$ cat src/rtl/branch_predictor_if.sv
// Bundle between fetch/resolve logic and the bimodal branch predictor.
// Stat counter wires exist only when BP_STATS_EN is defined.
interface branch_predictor_if #(
  parameter int PC_W = 32
);
  logic [PC_W-1:0] pc_if;
  logic            stall;
  logic            flush;
  logic            upd_valid;
  logic [PC_W-1:0] upd_pc;
  logic            upd_taken;
  logic            pred_if;
  logic            pred_mem;
  logic            mispredict;
`ifdef BP_STATS_EN
  logic [15:0]     stat_lookups;
  logic [15:0]     stat_miss;

  modport master (
    output pc_if, stall, flush, upd_valid, upd_pc, upd_taken,
    input  pred_if, pred_mem, mispredict, stat_lookups, stat_miss
  );
  modport slave (
    input  pc_if, stall, flush, upd_valid, upd_pc, upd_taken,
    output pred_if, pred_mem, mispredict, stat_lookups, stat_miss
  );
`else
  modport master (
    output pc_if, stall, flush, upd_valid, upd_pc, upd_taken,
    input  pred_if, pred_mem, mispredict
  );
  modport slave (
    input  pc_if, stall, flush, upd_valid, upd_pc, upd_taken,
    output pred_if, pred_mem, mispredict
  );
`endif
endinterface

$ cat src/rtl/branch_predictor.sv
// Bimodal predictor: 2^IDX_W two-bit saturating counters, prediction carried IF->ID->EX->MEM.
// Define BP_STATS_EN to add saturating lookup / mispredict counters.
module branch_predictor #(
  parameter int IDX_W = 6,
  parameter int PC_W  = 32
) (
  input logic               clk,
  input logic               rst_n,
  branch_predictor_if.slave bp
);
  localparam int ENTRIES = 1 << IDX_W;

  logic [1:0]       bht [ENTRIES];
  logic [IDX_W-1:0] rd_idx;
  logic [IDX_W-1:0] wr_idx;
  logic [1:0]       wr_ctr;
  // [0]=ID, [1]=EX, [2]=MEM
  logic [2:0]       pred_pipe;

  assign rd_idx = bp.pc_if[IDX_W+1:2];
  assign wr_idx = bp.upd_pc[IDX_W+1:2];
  assign wr_ctr = bht[wr_idx];

  // Read is from the registered array, so a same-cycle update is seen next cycle.
  assign bp.pred_if    = bht[rd_idx][1];
  assign bp.pred_mem   = pred_pipe[2];
  assign bp.mispredict = bp.upd_valid & (bp.upd_taken ^ pred_pipe[2]);

  always_ff @(posedge clk or negedge rst_n) begin
    if (!rst_n) begin
      for (int i = 0; i < ENTRIES; i++) bht[i] <= 2'b01;
    end else if (bp.upd_valid) begin
      if (bp.upd_taken) begin
        if (wr_ctr != 2'b11) bht[wr_idx] <= wr_ctr + 2'd1;
      end else begin
        if (wr_ctr != 2'b00) bht[wr_idx] <= wr_ctr - 2'd1;
      end
    end
  end

  always_ff @(posedge clk or negedge rst_n) begin
    if (!rst_n)          pred_pipe <= '0;
    else if (bp.flush)   pred_pipe <= '0;
    else if (!bp.stall)  pred_pipe <= {pred_pipe[1:0], bp.pred_if};
  end

`ifdef BP_STATS_EN
  logic [15:0] lookups_q;
  logic [15:0] miss_q;

  always_ff @(posedge clk or negedge rst_n) begin
    if (!rst_n) begin
      lookups_q <= '0;
      miss_q    <= '0;
    end else begin
      if (!bp.stall && !bp.flush && lookups_q != 16'hFFFF) lookups_q <= lookups_q + 16'd1;
      if (bp.mispredict && miss_q != 16'hFFFF)              miss_q    <= miss_q + 16'd1;
    end
  end

  assign bp.stat_lookups = lookups_q;
  assign bp.stat_miss    = miss_q;
`endif

  // Only word-index bits of the PCs select an entry.
  logic unused_pc_bits;
  assign unused_pc_bits = ^{bp.pc_if[PC_W-1:IDX_W+2], bp.pc_if[1:0],
                            bp.upd_pc[PC_W-1:IDX_W+2], bp.upd_pc[1:0]};
endmodule

$ cat src/flat_wrapper.sv
// flat-port wrapper written by rule: the top's interface ports become plain ports
module branch_predictor_flat 
#(
  parameter int IDX_W = 6,
  parameter int PC_W  = 32
)
  (clk, rst_n, bp_pc_if, bp_stall, bp_flush, bp_upd_valid, bp_upd_pc, bp_upd_taken, bp_pred_if, bp_pred_mem, bp_mispredict);
  branch_predictor_if #(.PC_W(PC_W)) bp_i ();
  input logic clk;
  input logic rst_n;
  input wire logic [$bits(bp_i.pc_if)-1:0] bp_pc_if;
  input wire logic [$bits(bp_i.stall)-1:0] bp_stall;
  input wire logic [$bits(bp_i.flush)-1:0] bp_flush;
  input wire logic [$bits(bp_i.upd_valid)-1:0] bp_upd_valid;
  input wire logic [$bits(bp_i.upd_pc)-1:0] bp_upd_pc;
  input wire logic [$bits(bp_i.upd_taken)-1:0] bp_upd_taken;
  output wire logic [$bits(bp_i.pred_if)-1:0] bp_pred_if;
  output wire logic [$bits(bp_i.pred_mem)-1:0] bp_pred_mem;
  output wire logic [$bits(bp_i.mispredict)-1:0] bp_mispredict;
  assign bp_i.pc_if = bp_pc_if;
  assign bp_i.stall = bp_stall;
  assign bp_i.flush = bp_flush;
  assign bp_i.upd_valid = bp_upd_valid;
  assign bp_i.upd_pc = bp_upd_pc;
  assign bp_i.upd_taken = bp_upd_taken;
  assign bp_pred_if = bp_i.pred_if;
  assign bp_pred_mem = bp_i.pred_mem;
  assign bp_mispredict = bp_i.mispredict;
  branch_predictor #(.IDX_W(IDX_W), .PC_W(PC_W)) u_core (.clk(clk), .rst_n(rst_n), .bp(bp_i));
endmodule
$ cat config.mk
export PLATFORM = sky130hd
export DESIGN_NAME = branch_predictor_flat
export DESIGN_NICKNAME = d
export VERILOG_FILES = /design/src/rtl/branch_predictor_if.sv /design/src/rtl/branch_predictor.sv /design/src/flat_wrapper.sv
export SDC_FILE = /design/constraint.sdc
export NUM_CORES = 1
export LEC_CHECK = 0
export CAP_MARGIN = 5
export CORE_MARGIN = 5
export CORE_UTILIZATION = 55
export DETAILED_ROUTE_END_ITERATION = 8
export GPL_ROUTABILITY_DRIVEN = 1
export PLACE_DENSITY = 0.77
export SYNTH_ARGS = -nofsm -noshare
export SYNTH_HDL_FRONTEND = slang
export SYNTH_SLANG_ARGS = --single-unit
$ cat constraint.sdc
create_clock -name clk -period 4.35 [get_ports clk]
set_input_delay 0.6525 -clock clk [delete_from_list [all_inputs] [get_ports clk]]
set_output_delay 0.6525 -clock clk [all_outputs]
set_load 0.01 [all_outputs]
* Word level (Yosys, flattened, before mapping)
Cells that the tools add are included.
** Word-level totals
- Bits in registers :: 131
- Input port bits :: 70
- Output and inout port bits :: 3
- Word-level logic and storage cells :: 96
** Operators by class
- Add/subtract/negate cells :: 2
- $lt $le $gt $ge :: 3
- Equal/unequal tests :: 3
- Mux-type cells :: 15
- Bitwise operators :: 4
- Reduce and logical (&&, ||, !) cells :: 4
** Operators with widths (count)
- $mux 128 :: 3
- $bwmux 128 :: 2
- $bmux 2 s6 :: 2
- $ge 7x7->1 const B :: 2
- $not 6->7 :: 2
- $demux 2 s6 :: 1
- $mux 2 :: 5
- $lt 7x1->1 const B :: 1
- $mux 3 :: 2
- $ne 2x1->1 const B :: 2
- $reduce_bool 2->1 :: 2
- $reduce_and 3->1 :: 1
- $add 2x1->2 const B :: 1
- $ne 2x2->1 const B :: 1
- $sub 2x1->2 const B :: 1
- $and 1x1->1 :: 1
- $logic_and 1x1->1 :: 1
- $xor 1x1->1 :: 1

* Logic depth before layout (Yosys ltp)
Gate-level depths: netlist (run 1).
- Depth after elaboration :: 8
- Gate-level depth with buffers :: 17
- Depth with buffers taken out :: 11

* Least setup slack after synthesis (run 1)
No wires, ideal clock.
- Path type :: input to register
- Start point :: in bp_upd_pc[3]
- End point :: reg u_core.bht[121] (netlist name)
- Library setup time :: 125 ps
- Data arrival time :: 3696 ps
- Required time :: 4225 ps
- Setup slack :: 529 ps
- Cell stages on the path :: 14
- Path buffers :: 3
- Cell sequence :: buf_6 > mux2_4 > a221oi_2 > o22ai_1 > a2111oi_4 > buf_6 > nand4_1 > ha_1 > mux2i_1 > nand2_1 > or4_1 > clkbuf_1 > nor2_1 > mux2_2
** Between the ends
- Longest elaborated chain between the ends :: 8
- Elaborated cells on any way between the ends :: 21
- Those cells by class :: 2 x add/sub; 2 x order compare; 2 x eq/ne; 10 x mux; 1 x bitwise; 4 x reduce/logical
** Ends and longest elaborated chain
- from (decl) :: line flat_wrapper.sv:15 : input wire logic [$bits(bp_i.upd_pc)-1:0] bp_upd_pc;
- $not 6->7 (not written as such) * :: line branch_predictor.sv:22, branch_predictor.sv:34, branch_predictor.sv:36
- $bmux 2 s6 (tied with other cells) :: line branch_predictor.sv:22 : assign wr_ctr = bht[wr_idx];
- $mux 2 (not written as such) / $logic_and 1x1->1 (equally long branches) :: line branch_predictor.sv:22, branch_predictor.sv:34, branch_predictor.sv:36
- $mux 2, on equally long branches :: line branch_predictor.sv:22, branch_predictor.sv:34, branch_predictor.sv:36
- $sub 2x1->2 (tied with other cells) :: line branch_predictor.sv:36 : if (wr_ctr != 2'b00) bht[wr_idx] <= wr_ctr - 2'd1;
- $bwmux 128, on equally long branches :: line branch_predictor.sv:36, branch_predictor.sv:34
- $mux 128, on equally long branches :: line branch_predictor.sv:36, branch_predictor.sv:34
- $mux 128 :: line branch_predictor.sv:33 : if (bp.upd_taken) begin
- to (signal, indexed assignment) :: line branch_predictor.sv:34 : if (wr_ctr != 2'b11) bht[wr_idx] <= wr_ctr + 2'd1;
- to (signal, indexed assignment) :: line branch_predictor.sv:36
- to (decl) :: line branch_predictor.sv:13 : logic [1:0] bht [ENTRIES];
Mark *: on every way between the ends. The rest lies on a longest branch, timed or not. The select of a mux whose other input is x is not followed.
A chain may end at the register's enable or synchronous reset.

* Worst setup path in the final report (run 1)
- Start point :: in bp_pc_if[2]
- End point :: out bp_pred_if
** Between the ends
- Longest elaborated chain between the ends :: 4
** Ends and longest elaborated chain
- from (decl) :: line flat_wrapper.sv:11 : input wire logic [$bits(bp_i.pc_if)-1:0] bp_pc_if;
- $not 6->7 (not written as such) :: line branch_predictor.sv:25 : assign bp.pred_if = bht[rd_idx][1];
- $bmux 2 s6 :: line branch_predictor.sv:25
- $mux 2 (not written as such) (2 in series) :: line branch_predictor.sv:25
- to (decl) :: line flat_wrapper.sv:17 : output wire logic [$bits(bp_i.pred_if)-1:0] bp_pred_if;
Every way passes these cells. The select of a mux whose other input is x is not followed.

==> results of run 1 <==
cell type report:
class | instances | area, um2
clock buffer | 17 | 425
sequential | 131 | 3360
inverter | 6 | 22.5
fill | 967 | 4830
timing repair buffer | 52 | 448
multi-input combinational | 413 | 3720
tap | 176 | 220
clock inverter | 15 | 160
power breakdown:
part	total, uW	switching [uW]	internal (uW)	leakage (uW)
clock	1410	564	845	0.000272
combinational	700	344	356	0.00166
sequential	1630	137	1500	0.00157
total	3740	1040	2700	0.00351
kinds of logic (layout without fill, tap and decap cells):
logic type	Yosys count	in the layout	share of synthesized area, %
xor gates and xnor gates	2	2	0.237
buffers and inverters	49	90	4.28
and+or+nand+nor	171	171	11.3
DFF	131	131	45.5
AOI/OAI and AO/OA	50	50	5.72
adders and majority gates	2	2	0.339
muxes	188	188	32.6
per-layer routing:
metal  part of all wire [%]  wire length [um]
met3                    8.0              1450
met5                      0                 0
met1                     41              7540
met4                    2.7               497
met2                     48              8710
stage by stage:
stage,worst slack (ps),instance area [um2]
3_3_place_gp,215,7770
5_1_grt,305,8360
6_report,390,8360
3_5_place_dp,146,7770
2_1_floorplan,529,7390
4_1_cts,403,8360
critical path, stage by stage:
cell                              delay (ps)
sky130_fd_sc_hd__clkdlybuf4s50_1         830
sky130_fd_sc_hd__mux4_2                  590
sky130_fd_sc_hd__mux2i_1                 330
sky130_fd_sc_hd__nor2b_1                  80
sky130_fd_sc_hd__o2111ai_1               240
sky130_fd_sc_hd__nand2_1                  90
sky130_fd_sc_hd__clkdlybuf4s50_1         480
cell usage after synthesis, drive strengths merged (4+ instances only):
master	n	share of area, %
and3b	5	0.59
mux2i	24	3.3
buf	26	3.1
nand2b	8	0.68
a221oi	11	1.6
dfstp	64	23
nor2	43	2.2
mux2	136	21
and2	4	0.37
o21ai	5	0.34
dfrtp	67	23
nor2b	8	0.68
a21oi	9	0.61
nor3b	4	0.47
or3	4	0.34
o211ai	5	0.51
clkbuf	17	0.86
nor3	9	0.61
nand3b	8	0.81
inv	6	0.30
and3	5	0.42
mux4	28	8.5
nand3	9	0.61
nand2	58	2.9
path summary, 6_finish.rpt:
kind	startpoint	end	slack, ps
max	bp_pc_if[2]	bp_pred_if	390
max in group asynchronous	rst_n	u_core.bht[5]$_DFFE_PN0P_	3470
min	rst_n	u_core.bht[87]$_DFFE_PN0P_	310
min in group clk	u_core.bht[31]$_DFFE_PN0P_	u_core.bht[31]$_DFFE_PN0P_	530
min reg2reg	u_core.bht[31]$_DFFE_PN0P_	u_core.bht[31]$_DFFE_PN0P_	530
max reg2reg	u_core.bht[89]$_DFFE_PN0P_	u_core.bht[113]$_DFFE_PN0P_	810
==> qor.json, run 1 <==
{
  "clock_network": {
    "cts_htree_levels": 4,
    "clk_pin_slew_ps": 60,
    "clk_latency_ps": 430,
    "cts-root-buf": "sky130_fd_sc_hd__clkbuf_16",
    "postCtsSetupRepairBufs": 0,
    "hold_buffers": 0,
    "tritoncts": "built",
    "ctsLongestPathBuffers": 2,
    "clock_sink_count": 131,
    "cts_bufs_inserted": 17,
    "ctsResizeCount": 0
  },
  "global_routing": {
    "met3_usage_pct": 7.41,
    "globalRoute.totalOverflow": 0,
    "grt_max_degree": 132,
    "grt_total_usage_pct": 24.1,
    "grt_pass1_wl_um": 29900,
    "gr-max-usage-layer": "met2",
    "grt_antenna_before_repair": 0,
    "grt_use_met2_pct": 37.4,
    "global_route.usage.met1_pct": 32.4,
    "number_of_global_route_vias_before_repair": 5468
  },
  "synth": {
    "synth_fp_nets": 665,
    "synth_cell_type_count": 51,
    "ys_dominant_reg_cell": "sky130_fd_sc_hd__dfrtp_1",
    "postSynth.asyncResetShare_pct": 100,
    "synthesis.area_um2": 7390,
    "number_of_enable_type_register_cells_in_the_synthesized_netlist": 0,
    "fraction_of_the_yosys_area_taken_by_sequential_cells_pct": 45.5,
    "postSynthAreaPerCell_um2": 12.5,
    "ys.warnings.count": 0,
    "yosys_register_bits": 131,
    "synthCells": 593
  },
  "drt": {
    "first_pass_iters": 5,
    "drt-initial-drc-count": 544,
    "drcViolationCount": 0,
    "routed_via_density": 6.43,
    "drt-wirelength-per-cell_um": 22.5,
    "ant_nets": 0,
    "num_vias": 5207,
    "wirelength_um": 18200
  },
  "finish": {
    "final_net_count": 693,
    "antenna_diodes": 0,
    "layout.cells.most_common": "sky130_fd_sc_hd__mux2_2",
    "finish.cell_count_without_fillers": 810,
    "mostFrequentLayoutCells": "134 x sky130_fd_sc_hd__mux2_2, 67 x sky130_fd_sc_hd__dfrtp_1, 64 x sky130_fd_sc_hd__dfstp_2",
    "layout-drive-gt1-share_pct": 48.7,
    "post-route-util_pct": 63.3,
    "areaGrowthSynthToFinish_pct": 13.1
  },
  "place": {
    "detailed_place_hpwl_um": 12400,
    "gp_congestion": 0.896,
    "place.detailed.instances": 778,
    "portbufs": 20
  },
  "timing": {
    "period_needed_ps": 3960,
    "final_max_slew_viol_count": 0,
    "timing.final.crit_share_pct": 91.0,
    "finalHoldWorstSlack_ps": 307,
    "clock.fmax_ghz": 0.253,
    "finalClockSkew_ps": 7.39,
    "timing.setup.tns_ps": 0,
    "setup_viol_count_final": 0,
    "tightest_slew_ps": 1040,
    "timing.max_slew.rel_slack_pct": 30.1,
    "grt_setup_unrepaired": "false",
    "finalHoldViolations": 0
  },
  "floorplanning": {
    "die_h_um": 126,
    "core-area_um2": 13200,
    "die_area_um2": 15900,
    "num_io_pins": 73,
    "initial_core_util_pct": 56.0,
    "die_width_um": 126,
    "std_cell_rows": 42
  },
  "setup_path": {
    "cp_max_fo": 7,
    "kind_of_critical_path": "in2out",
    "critPathCaptureType": "output pin",
    "reg2regPathDepth": 11,
    "cp-start-kind": "input pin",
    "worst_ep_required_time_ps": 3700,
    "worstPathArrival_ps": 3310
  },
  "run": {
    "maxCapViolCount": 0
  },
  "power": {
    "vdd.ir_drop.worst_mv": 0.311,
    "power_uw": 3740,
    "power_density_nw_per_um2": 448,
    "leakage_uw": 0.00351
  },
  "outcome": {
    "status": "finished clean"
  },
  "hold_path": {
    "hp-class": "in2async"
  }
}
(Power assumes the default switching activity.)
==> inputs of run 2 (changes only) <==
Settings changed: CORE_UTILIZATION 55 to 50, PLACE_DENSITY 0.77 to 0.71.
==> run 2 against run 1 <==
  * Design area is 0.43% lower
  * Power down 3.1%
  * Global-route usage decreased by 2.7 points
  * Count of clock-buffer cells in the layout is 9 higher
  * Maximum frequency grew 0.50%
  * Largest cell class unchanged
==> qor.json, run 2 (synthesis results as in run 1) <==
{
  "place": {
    "gp_congestion": 0.907,
    "detailed_place_hpwl_um": 12900,
    "portbufs": 20,
    "post-place-ws_ps": 41.9
  },
  "setup_path": {
    "cp-start-kind": "input pin",
    "worst_ep_required_time_ps": 3700,
    "timing.critical_path.cells": "clkdlybuf4s50_1, mux4_2, mux2i_1, nor2b_1, o2111ai_1, nand2_1, clkdlybuf4s50_1",
    "kind_of_critical_path": "in2out",
    "timing.critical_path.buf_inv": 2,
    "worstPathArrival_ps": 3290,
    "worst_path_dominant_cell_family": "buffers and inverters",
    "cp_max_fo": 7,
    "worst_path_most_repeated_cell": "sky130_fd_sc_hd__clkdlybuf4s50_1",
    "critical-path-slowest-cell": "sky130_fd_sc_hd__clkdlybuf4s50_1",
    "cp_slowest_stage_delay_ps": 810,
    "critPathCaptureType": "output pin"
  },
  "floorplanning": {
    "core-area_um2": 14500,
    "die_h_um": 132,
    "die_area_um2": 17300,
    "num_io_pins": 73,
    "std_cell_rows": 44,
    "die_width_um": 132,
    "initial_core_util_pct": 50.8
  },
  "timing": {
    "final_max_slew_viol_count": 0,
    "clock.fmax_ghz": 0.254,
    "grt_setup_unrepaired": "false",
    "setup_viol_count_final": 0,
    "timing.final.crit_share_pct": 90.6,
    "tightest_slew_ps": 1020,
    "timing.setup.tns_ps": 0,
    "finalHoldWorstSlack_ps": 308,
    "worst_slack_ps": 410,
    "timing.max_slew.rel_slack_pct": 31.5,
    "finalHoldViolations": 0,
    "period_needed_ps": 3940,
    "finalClockSkew_ps": 7.30
  },
  "finish": {
    "final.fill_count": 1166,
    "layout-drive-gt1-share_pct": 47.8,
    "layout.cells.most_common": "sky130_fd_sc_hd__mux2_2",
    "post-route-util_pct": 57.2,
    "mostFrequentLayoutCells": "134 x sky130_fd_sc_hd__mux2_2, 67 x sky130_fd_sc_hd__dfrtp_1, 64 x sky130_fd_sc_hd__dfstp_2",
    "area_of_the_multi_input_gates_um2": 3720,
    "areaGrowthSynthToFinish_pct": 12.6,
    "sequential_cell_area_um2": 3360,
    "final_net_count": 690,
    "antenna_diodes": 0
  },
  "power": {
    "power_density_nw_per_um2": 436,
    "leakage_uw": 0.00350,
    "vdd.ir_drop.worst_mv": 0.283
  },
  "clock_network": {
    "cts_htree_levels": 4,
    "ctsLongestPathBuffers": 2,
    "clk_latency_ps": 420,
    "clk_pin_slew_ps": 50,
    "hold_buffers": 0,
    "clock_sink_count": 131,
    "cts_bufs_inserted": 17,
    "postCtsSetupRepairBufs": 0,
    "cts-root-buf": "sky130_fd_sc_hd__clkbuf_16",
    "tritoncts": "built",
    "ctsResizeCount": 0
  },
  "drt": {
    "routed_via_density": 6.18,
    "drt-initial-drc-count": 411,
    "drt-wirelength-per-cell_um": 22.2,
    "ant_nets": 0,
    "num_vias": 5033,
    "wirelength_um": 18000,
    "drcViolationCount": 0,
    "first_pass_iters": 5
  },
  "global_routing": {
    "global_route.usage.met1_pct": 29.8,
    "grt_pass1_wl_um": 29500,
    "grt_max_degree": 70,
    "met3_usage_pct": 5.12,
    "grt_use_met2_pct": 32.6,
    "number_of_global_route_vias_before_repair": 5268,
    "globalRoute.totalOverflow": 0,
    "grt_total_usage_pct": 21.4,
    "gr-max-usage-layer": "met2",
    "grt_antenna_before_repair": 0
  },
  "run": {
    "maxCapViolCount": 0
  },
  "hold_path": {
    "hp-class": "in2async"
  },
  "outcome": {
    "status": "finished clean"
  }
}
==> run 2: changes by cell type in the layout (fill, tap and decap cells not counted) <==
cell	previous run	this run
sky130_fd_sc_hd__buf_12	2	4
sky130_fd_sc_hd__clkinv_2	2	4
sky130_fd_sc_hd__clkbuf_8	0	5
sky130_fd_sc_hd__clkbuf_1	0	4
sky130_fd_sc_hd__clkinvlp_4	5	1
sky130_fd_sc_hd__inv_6	2	0
sky130_fd_sc_hd__bufinv_16	2	0
sky130_fd_sc_hd__buf_4	31	26
sky130_fd_sc_hd__clkinv_4	4	0
==> run 2: worst reg2reg max path, stage by stage (launching register included) <==
cell                        delay [ps]
sky130_fd_sc_hd__dfrtp_1           400
sky130_fd_sc_hd__mux4_2            490
sky130_fd_sc_hd__mux2i_1           250
sky130_fd_sc_hd__nor3_1            110
sky130_fd_sc_hd__a2111oi_2         350
sky130_fd_sc_hd__nand3b_1          120
sky130_fd_sc_hd__ha_1              190
sky130_fd_sc_hd__mux2i_1           130
sky130_fd_sc_hd__nand2_1           130
sky130_fd_sc_hd__or4_1             600
sky130_fd_sc_hd__nor2_1            290
sky130_fd_sc_hd__mux2_2            380
==> run 2: cell type report <==
class / count / area share (%)
clock buffers: 26 / 6.12
inverters: 6 / 0.271
clock inverters: 5 / 0.331
multi-input cells: 413 / 44.7
repair buffers: 49 / 5.41
flip-flops and latches: 131 / 40.4
well taps: 184 / 2.77
==> run 2: final timing paths <==
path / from / end / slack [ps] / depth (start not counted)
worst max-delay path: bp_pc_if[2] / bp_pred_if / 410 / 7
worst min-delay path: rst_n / u_core.bht[83]$_DFFE_PN0P_ / 310 / 1
worst max register to register: u_core.bht[91]$_DFFE_PN0P_ / u_core.bht[117]$_DFFE_PN0P_ / 820 / 11
worst min register to register: u_core.bht[115]$_DFFE_PN0P_ / u_core.bht[115]$_DFFE_PN0P_ / 530 / 1
max in group asynchronous: rst_n / asynchronous set/reset pin / 3180 / 2
min in group clk: u_core.bht[115]$_DFFE_PN0P_ / u_core.bht[115]$_DFFE_PN0P_ / 530 / 1
==> run 2: per-stage QoR <==
step / cells / instance area, um2 / power, uW
after global placement: 783 / 7780 / 2300
after CTS: 814 / 8320 / 3650
after detailed placement: 783 / 7780 / 2340
final: 814 / 8320 / 3630
after floorplan: 593 / 7390 / 2100
after global routing: 814 / 8320 / 3780
==> run 2: power breakdown <==
| group | total, uW | internal, uW | switching (uW) |
|---|---|---|---|
| combinational | 692 | 357 | 335 |
| clock | 1300 | 796 | 502 |
| sequential | 1640 | 1500 | 137 |
==> run 2: layer usage <==
metal | routed length [um] | share of wire, % | vias to the layer above
li1 | - | - | 2232
met1 | 8080 | 45 | 2627
met2 | 8620 | 48 | 139
met3 | 921 | 5.1 | 35
met4 | 422 | 2.3 | 0
met5 | 0 | 0 | -
